`src/rtl/move_scheduler_pkg.sv`:
```
// Package tetris: types and constants shared by the move scheduler slice.
//   direction_e      - move direction; eDown encodes as 0 so a reset bus reads all-zero
//   sched_state_e    - move scheduler FSM states
//   move_src_e       - origin of the move currently in flight
//   GravityPeriodDflt- default clock cycles between gravity ticks
package tetris;

  typedef enum logic [1:0] {
    eDown   = 2'd0,
    eLeft   = 2'd1,
    eRight  = 2'd2,
    eRotate = 2'd3
  } direction_e;

  typedef enum logic [1:0] {
    eIDLE  = 2'd0,
    eISSUE = 2'd1,
    eWAIT  = 2'd2,
    eLOCK  = 2'd3
  } sched_state_e;

  typedef enum logic {
    eSrcGravity = 1'b0,
    eSrcKey     = 1'b1
  } move_src_e;

  localparam int unsigned GravityPeriodDflt = 50_000_000;

endpackage

```
`src/rtl/move_scheduler_if.sv`:
```
// Handshake bundle between the move scheduler and its environment
// (keyboard front end, move executor, lock/respawn logic).
//   slave  : scheduler view (consumes key/executor/lock inputs, drives requests)
//   master : environment view (drives key/executor/lock inputs)
interface move_scheduler_if;
  import tetris::*;

  logic       key_v_i;
  direction_e key_dir_i;
  logic       key_ready_o;
  logic       exe_v_o;
  direction_e exe_dir_o;
  logic       exe_ready_i;
  logic       exe_pos_v_i;
  logic       moved_o;
  logic       lock_v_o;
  logic       lock_done_i;

  modport slave (
    input  key_v_i, key_dir_i, exe_ready_i, exe_pos_v_i, lock_done_i,
    output key_ready_o, exe_v_o, exe_dir_o, moved_o, lock_v_o
  );

  modport master (
    output key_v_i, key_dir_i, exe_ready_i, exe_pos_v_i, lock_done_i,
    input  key_ready_o, exe_v_o, exe_dir_o, moved_o, lock_v_o
  );

endinterface

```
`src/rtl/move_scheduler_gravity_timer.sv`:
```
// gravity_timer: free-running gravity counter with a sticky tick-pending flag.
//   clk_i, reset_ni : clock, asynchronous active-low reset
//   enable_i        : count this cycle
//   clear_i         : zero the counter and drop the pending flag (highest priority)
//   ack_i           : the pending tick has been consumed
//   pending_o       : a gravity tick is waiting to be issued
module gravity_timer #(
  parameter int unsigned period_p = 8
) (
  input  logic clk_i,
  input  logic reset_ni,
  input  logic enable_i,
  input  logic clear_i,
  input  logic ack_i,
  output logic pending_o
);

  localparam int unsigned CntW = (period_p > 1) ? $clog2(period_p) : 1;
  localparam logic [CntW-1:0] TermCnt = CntW'(period_p - 1);

  logic [CntW-1:0] cnt_q, cnt_d;
  logic            pending_q, pending_d;

  // A fresh terminal count overrides an ack in the same cycle so the new
  // tick is not lost; ticks never stack beyond one.
  always_comb begin
    cnt_d     = cnt_q;
    pending_d = pending_q;
    if (clear_i) begin
      cnt_d     = '0;
      pending_d = 1'b0;
    end else begin
      if (ack_i) pending_d = 1'b0;
      if (enable_i) begin
        if (cnt_q == TermCnt) begin
          cnt_d     = '0;
          pending_d = 1'b1;
        end else begin
          cnt_d = cnt_q + 1'b1;
        end
      end
    end
  end

  always_ff @(posedge clk_i or negedge reset_ni) begin
    if (!reset_ni) begin
      cnt_q     <= '0;
      pending_q <= 1'b0;
    end else begin
      cnt_q     <= cnt_d;
      pending_q <= pending_d;
    end
  end

  assign pending_o = pending_q;

endmodule

```
`src/rtl/move_scheduler.sv`:
```
// move_scheduler: arbitrates gravity ticks and user key moves into single
// requests to the move executor, reports success and requests tile locks.
//   clk_i, reset_ni : clock, asynchronous active-low reset
//   game_en_i       : play active; low holds the gravity counter at zero
//   bus_if (slave)  : key request, executor request/response, moved/lock pulses
// Parameter gravity_period_p: cycles between gravity ticks (>= 2).
// Build option: define MOVE_SCHEDULER_SOFT_DROP_EN to execute key eDown as a
// soft drop; otherwise a key eDown is accepted and discarded.
module move_scheduler
  import tetris::*;
#(
  parameter int unsigned gravity_period_p = GravityPeriodDflt
) (
  input  logic                    clk_i,
  input  logic                    reset_ni,
  input  logic                    game_en_i,
  move_scheduler_if.slave         bus_if
);

  sched_state_e state_q, state_d;
  move_src_e    src_q, src_d;
  direction_e   dir_q, dir_d;
  logic         success_q, success_d;

  logic tick_pending;
  logic tmr_enable, tmr_clear, tmr_ack;
  logic key_ready, moved, lock_v;
  logic success_now, lock_on_fail, soft_drop_hit;

  gravity_timer #(
    .period_p (gravity_period_p)
  ) u_gravity_timer (
    .clk_i     (clk_i),
    .reset_ni  (reset_ni),
    .enable_i  (tmr_enable),
    .clear_i   (tmr_clear),
    .ack_i     (tmr_ack),
    .pending_o (tick_pending)
  );

  // A position pulse coincident with the exit cycle still counts as success.
  assign success_now = success_q | bus_if.exe_pos_v_i;

`ifdef MOVE_SCHEDULER_SOFT_DROP_EN
  assign lock_on_fail  = (src_q == eSrcGravity) || (dir_q == eDown);
  assign soft_drop_hit = (src_q == eSrcKey) && (dir_q == eDown);
`else
  assign lock_on_fail  = (src_q == eSrcGravity);
  assign soft_drop_hit = 1'b0;
`endif

  assign tmr_enable = game_en_i && (state_q != eLOCK);

  always_comb begin
    state_d   = state_q;
    src_d     = src_q;
    dir_d     = dir_q;
    success_d = success_q;
    tmr_clear = !game_en_i;
    tmr_ack   = 1'b0;
    key_ready = 1'b0;
    moved     = 1'b0;
    lock_v    = 1'b0;

    unique case (state_q)
      eIDLE: begin
        if (game_en_i) begin
          if (tick_pending) begin
            state_d   = eISSUE;
            src_d     = eSrcGravity;
            dir_d     = eDown;
            success_d = 1'b0;
            tmr_ack   = 1'b1;
          end else begin
            key_ready = 1'b1;
            if (bus_if.key_v_i) begin
`ifdef MOVE_SCHEDULER_SOFT_DROP_EN
              state_d   = eISSUE;
              src_d     = eSrcKey;
              dir_d     = bus_if.key_dir_i;
              success_d = 1'b0;
`else
              // Key eDown is handshaken but dropped here.
              if (bus_if.key_dir_i != eDown) begin
                state_d   = eISSUE;
                src_d     = eSrcKey;
                dir_d     = bus_if.key_dir_i;
                success_d = 1'b0;
              end
`endif
            end
          end
        end
      end

      eISSUE: begin
        if (bus_if.exe_ready_i) state_d = eWAIT;
      end

      eWAIT: begin
        if (bus_if.exe_pos_v_i) success_d = 1'b1;
        if (bus_if.exe_ready_i) begin
          success_d = 1'b0;
          if (success_now) begin
            moved   = 1'b1;
            state_d = eIDLE;
            if (soft_drop_hit) tmr_clear = 1'b1;
          end else if (lock_on_fail) begin
            lock_v  = 1'b1;
            state_d = eLOCK;
          end else begin
            state_d = eIDLE;
          end
        end
      end

      eLOCK: begin
        if (bus_if.lock_done_i) begin
          state_d   = eIDLE;
          tmr_clear = 1'b1;
        end
      end

      default: state_d = eIDLE;
    endcase
  end

  always_ff @(posedge clk_i or negedge reset_ni) begin
    if (!reset_ni) begin
      state_q   <= eIDLE;
      src_q     <= eSrcGravity;
      dir_q     <= eDown;
      success_q <= 1'b0;
    end else begin
      state_q   <= state_d;
      src_q     <= src_d;
      dir_q     <= dir_d;
      success_q <= success_d;
    end
  end

  // exe_v/exe_dir decode registered state; moved/lock pulse in the exit cycle
  // itself, so they are qualified by state rather than registered.
  // key_ready is gated by reset because eIDLE is also the reset state.
  assign bus_if.exe_v_o     = (state_q == eISSUE);
  assign bus_if.exe_dir_o   = dir_q;
  assign bus_if.key_ready_o = key_ready & reset_ni;
  assign bus_if.moved_o     = moved;
  assign bus_if.lock_v_o    = lock_v;

endmodule

```
`src/flat_wrapper.sv`:
```
// flat-port wrapper written by rule: the top's interface ports become plain ports
module move_scheduler_flat import tetris::*;
#(
  parameter int unsigned gravity_period_p = GravityPeriodDflt
)
  (clk_i, reset_ni, game_en_i, bus_if_key_v_i, bus_if_key_dir_i, bus_if_exe_ready_i, bus_if_exe_pos_v_i, bus_if_lock_done_i, bus_if_key_ready_o, bus_if_exe_v_o, bus_if_exe_dir_o, bus_if_moved_o, bus_if_lock_v_o);
  move_scheduler_if bus_if_i ();
  input  logic clk_i;
  input  logic reset_ni;
  input  logic game_en_i;
  input wire logic [$bits(bus_if_i.key_v_i)-1:0] bus_if_key_v_i;
  input wire logic [$bits(bus_if_i.key_dir_i)-1:0] bus_if_key_dir_i;
  input wire logic [$bits(bus_if_i.exe_ready_i)-1:0] bus_if_exe_ready_i;
  input wire logic [$bits(bus_if_i.exe_pos_v_i)-1:0] bus_if_exe_pos_v_i;
  input wire logic [$bits(bus_if_i.lock_done_i)-1:0] bus_if_lock_done_i;
  output wire logic [$bits(bus_if_i.key_ready_o)-1:0] bus_if_key_ready_o;
  output wire logic [$bits(bus_if_i.exe_v_o)-1:0] bus_if_exe_v_o;
  output wire logic [$bits(bus_if_i.exe_dir_o)-1:0] bus_if_exe_dir_o;
  output wire logic [$bits(bus_if_i.moved_o)-1:0] bus_if_moved_o;
  output wire logic [$bits(bus_if_i.lock_v_o)-1:0] bus_if_lock_v_o;
  assign bus_if_i.key_v_i = bus_if_key_v_i;
  assign bus_if_i.key_dir_i = bus_if_key_dir_i;
  assign bus_if_i.exe_ready_i = bus_if_exe_ready_i;
  assign bus_if_i.exe_pos_v_i = bus_if_exe_pos_v_i;
  assign bus_if_i.lock_done_i = bus_if_lock_done_i;
  assign bus_if_key_ready_o = bus_if_i.key_ready_o;
  assign bus_if_exe_v_o = bus_if_i.exe_v_o;
  assign bus_if_exe_dir_o = bus_if_i.exe_dir_o;
  assign bus_if_moved_o = bus_if_i.moved_o;
  assign bus_if_lock_v_o = bus_if_i.lock_v_o;
  move_scheduler #(.gravity_period_p(gravity_period_p)) u_core (.clk_i(clk_i), .reset_ni(reset_ni), .game_en_i(game_en_i), .bus_if(bus_if_i));
endmodule
```
`config.mk`:
```
export PLATFORM = sky130hd
export DESIGN_NAME = move_scheduler_flat
export DESIGN_NICKNAME = d
export VERILOG_FILES = /design/src/rtl/move_scheduler_pkg.sv /design/src/rtl/move_scheduler_if.sv /design/src/rtl/move_scheduler_gravity_timer.sv /design/src/rtl/move_scheduler.sv /design/src/flat_wrapper.sv
export SDC_FILE = /design/constraint.sdc
export NUM_CORES = 1
export LEC_CHECK = 0
export CORE_ASPECT_RATIO = 0.9
export CORE_MARGIN = 5
export CORE_UTILIZATION = 52
export DETAILED_ROUTE_END_ITERATION = 8
export PLACE_DENSITY = 0.8
export SLEW_MARGIN = 30
export SYNTH_ARGS = -nofsm -noshare
export SYNTH_HDL_FRONTEND = slang
export SYNTH_SLANG_ARGS = --single-unit
```
`constraint.sdc`:
```
create_clock -name clk_i -period 2.1 [get_ports clk_i]
set_clock_uncertainty 0.05 [all_clocks]
set_input_delay 0.42 -clock clk_i [delete_from_list [all_inputs] [get_ports clk_i]]
set_output_delay 0.42 -clock clk_i [all_outputs]
set_load 0.005 [all_outputs]
```
==> reports/results.env <==
DPL.HPWL_UM=3460
POWER.COMBINATIONAL.FRACTION_PCT=33.3
INTERNAL_PWR_TOTAL_uW=1270
CP_SLOWEST_CELL='or4b_1'
FINAL_NET_COUNT=279
CRITICAL_PATH_CLASS='flop to flop'
GRT_REMAINING_OVERFLOW=0
LEAKAGEPOWER_uW=0.00104
RUN_STATUS='completed'
FP.DIEAREA_SQ_UM=5000
CTS.PATH.MAX_BUFFERS=2
POST_CTS_BUFFERS=0
TIMING.CRITICAL_PATH.FANOUT_MAX=5
TRANSITION_TIME_AT_THE_PIN_WITH_THE_LEAST_SLEW_MARGIN_PS=413
INSERTION_DELAY_PS=300
DETAIL_ROUTE.ITER0.VIOLATIONS=228
GRT_ANTENNA_BEFORE_REPAIR=0
WORST_SLEW_MARGIN_REL_PCT=72.3
GRT_START_MAX_NET_PINS=34
SWITCHING_PORTION_OF_TOTAL_POWER_PCT=34.4
CRIT_CHAIN='or4b_1, and4bb_4, a31oi_4, buf_4, a221o_1'
SYNTH-ASYNC-RESET-RATIO_PCT=100
SYNTH-SEQ-AREA-SHARE_PCT=43.1
INSERTEDDIODECOUNT=0
HOLD_SLACK_PS=447
POST_ROUTE_CELLS_DRIVE_ABOVE_1_SHARE_PCT=20.1
FINALCRITICALPERIOD_PS=2070
CLKSLEWWORSTSETUPHOLDPATHS_PS=80
POST-PLACE-WS_PS=-308
WORST_SETUP_PATH_START_KIND='flop'
DRT_WL_TOTAL_UM=5160
SYNTH-SEQ-CELLS=33
PLACEABLECOREAREA_SQ_UM=3630
FP.DIEW_UM=74.0
INITIAL_CORE_UTILIZATION_PCT=52.8
WL_PER_CELL_UM=16.4
PRIMARY_FLIP_FLOP_CELL_CHOSEN_BY_SYNTHESIS_MAPPING='dfrtp_1'
SWITCHINGPOWER_uW=664
LAYOUT_COMMON_CELLS='dfrtp_1, nand2_1, buf_4'
IO_PINS=15
ROUTED-VIA-COUNT=1930
CRITPATHREQUIREDTIME_PS=2220
SYNTH-EDFF-COUNT=0
MAX_CAP_VIOLATIONS=0
CRIT_ARRIVAL_PS=2200
SYNTHESIS.NETS=236
PATH_BUF_INV=1
MAXIMUM_OPERATING_FREQUENCY_MHz=482
STD_CELL_ROWS=21
CLOCK_TREE_ROOT_BUFFER_CELL='clkbuf_8'
HOLDBUFCOUNTCTS=0
LAYOUT-AREA-OVERHEAD-VS-SYNTH_PCT=30.1
DRC_ERRORS=0
DRTANTENNAVIOLNETS=0
DRT-PASS1-ITER-COUNT=4
WORST_IR_DROP_VDD_V=0.000530
POST_DRT_VIA_CELL_RATIO=6.13
PATH_DELAY_FAMILY='simple AND/OR/NAND/NOR gates'
HOLDCRITPATHCLASS='flop to flop'
LAYOUT.CORE_UTILIZATION_PCT=68.7
TNS_PS=0
CLKSINKCOUNT=33
DIE_HEIGHT_UM=67.6
WORST_SETUP_END_KIND='flop'
CLOCK_POWER_SHARE_PCT=25.2
CTS-HTREE-LEVELS=2
SEQ_POWER_SHARE_PCT=41.5
GP_ROUTABILITY_CONGESTION=0.817
POST-ROUTE-PERIOD-UTIL_PCT=98.8
HOLD_VIOL_FINAL=0
SLEW_VIOL_FINAL=0
SYN_INST=225
REPORT.FINAL.SETUP_VIOL=0
FINISH.INSTANCE_AREA_SQ_UM=2490
FIRST_GLOBAL_VIAS=1819
TOTAL_CTS_BUFFERS=5
POWER_PER_CELL_AREA_nW_PER_UM2=776
IO_BUFFERS=14
YOSYS.CELL_TYPES.COUNT=36
TOTAL_ROUTING_USAGE_REPORTED_BY_GLOBAL_ROUTING_PCT=21.6
CELL_AREA_AFTER_SYNTHESIS_SQ_UM=1910
TRITONCTS='done'
POSTSYNTHAREAPERCELL_SQ_UM=8.51
LAYOUT.CELLS.MOST_COMMON='dfrtp_1'
CRITICAL_PATH.MAX_STAGE_DELAY_PS=530
LAYOUT_SETUP_WS_PS=25.8
GLOBAL_ROUTE_WIRE_LENGTH_BEFORE_REPAIR_UM=8320
PLACEDINSTANCEAREA_SQ_UM=2320
YS.WARNINGS.COUNT=0
## worst register-to-register path, cell delays in order, from the launching register on
cell and delay, ps:
dfrtp_1 380, or4b_1 530, and4bb_4 360, a31oi_4 150
buf_4 190, a221o_1 300
## registers in the layout, summed over array words and instances, names as in the netlist
name / count
u_core.u_gravity_timer.pending_o: 1
u_core.bus_if.exe_dir_o: 2
u_core.success_q: 1
u_core.u_gravity_timer.cnt_q: 26
u_core.src_q: 1
u_core.state_q: 2
## layer usage
metal  wire length (um)  vias to the layer above  track usage [%]  share of wire [%]
li1                   -                      934                -                  -
met1               2250                      943             27.1                 44
met2               2670                       49             36.8                 52
met3                185                        4             4.02                3.6
met4                 44                        0             7.92               0.85
met5                  0                        -                0                  0
## cell families after synthesis
logic type / count (synthesis) / share of synthesized area [%]
buf+inv: 17 / 3.92
compound gates: 64 / 22.0
simple gates: 109 / 29.7
fa+ha+maj: 2 / 1.31
flops: 33 / 43.1
## power by group through the flow
stage	clock network [uW]	registers [uW]	logic (uW)
final	488	802	643
after global routing	520	816	706
after CTS	495	793	591
after detailed placement	0	805	593
after global placement	0	802	577
after floorplan	0	786	316
## cell usage after synthesis, drive strengths merged, types with 2 or more instances
cell type | number | area (sq um)
nand3 | 19 | 95.1
or3 | 8 | 50.1
a21oi | 16 | 80.1
clkbuf | 5 | 18.8
dfrtp | 33 | 826
o21ai | 11 | 55.1
buf | 4 | 26.3
a22o | 2 | 17.5
nor4 | 2 | 33.8
nand2 | 30 | 113
a31o | 2 | 17.5
nand2b | 5 | 31.3
o31ai | 2 | 15.0
a41oi | 6 | 52.6
nor2 | 17 | 63.8
nand4 | 10 | 62.6
nor3b | 2 | 15.0
nor3 | 8 | 40.0
inv | 8 | 30.0
a31oi | 17 | 113
and3 | 5 | 31.3
ha | 2 | 25.0
## stage by stage
step / power (uW) / std cells
2_1_floorplan: 1100 / 225
3_3_place_gp: 1380 / 306
3_5_place_dp: 1400 / 306
4_1_cts: 1880 / 314
5_1_grt: 2040 / 315
6_report: 1930 / 315
## layout make-up
class	count	area (sq um)
Sequential cell	33	826
Multi-Input combinational cell	175	1080
Clock inverter	3	22.5
Fill cell	286	1130
Timing Repair Buffer	45	408
Inverter	8	30.0
Tap cell	46	57.6
Clock buffer	5	68.8
## repair_timing
item / CTS / global route
gates resized for setup: 5 / 11
endpoints found under the setup margin: 3 / 7
gates cloned: 0 / 1
pin swaps: 1 / 1
## worst paths after layout
check / startpoint / to / slack, ps / cells after the start
worst max-delay path: u_core.u_gravity_timer.cnt_q[16]$_DFFE_PN0P_ / u_core.u_gravity_timer.cnt_q[13]$_DFFE_PN0P_ / 30 / 5
worst min-delay path: u_core.bus_if.exe_dir_o[0]$_DFFE_PN0P_ / u_core.bus_if.exe_dir_o[0]$_DFFE_PN0P_ / 450 / 2
worst max register to register: u_core.u_gravity_timer.cnt_q[16]$_DFFE_PN0P_ / u_core.u_gravity_timer.cnt_q[13]$_DFFE_PN0P_ / 30 / 5
worst min register to register: u_core.bus_if.exe_dir_o[0]$_DFFE_PN0P_ / u_core.bus_if.exe_dir_o[0]$_DFFE_PN0P_ / 450 / 2
max in group asynchronous: reset_ni / u_core.u_gravity_timer.cnt_q[7]$_DFFE_PN0P_ / 1180 / 2
min in group asynchronous: reset_ni / u_core.u_gravity_timer.cnt_q[8]$_DFFE_PN0P_ / 510 / 2
(Power assumes the default switching activity.)
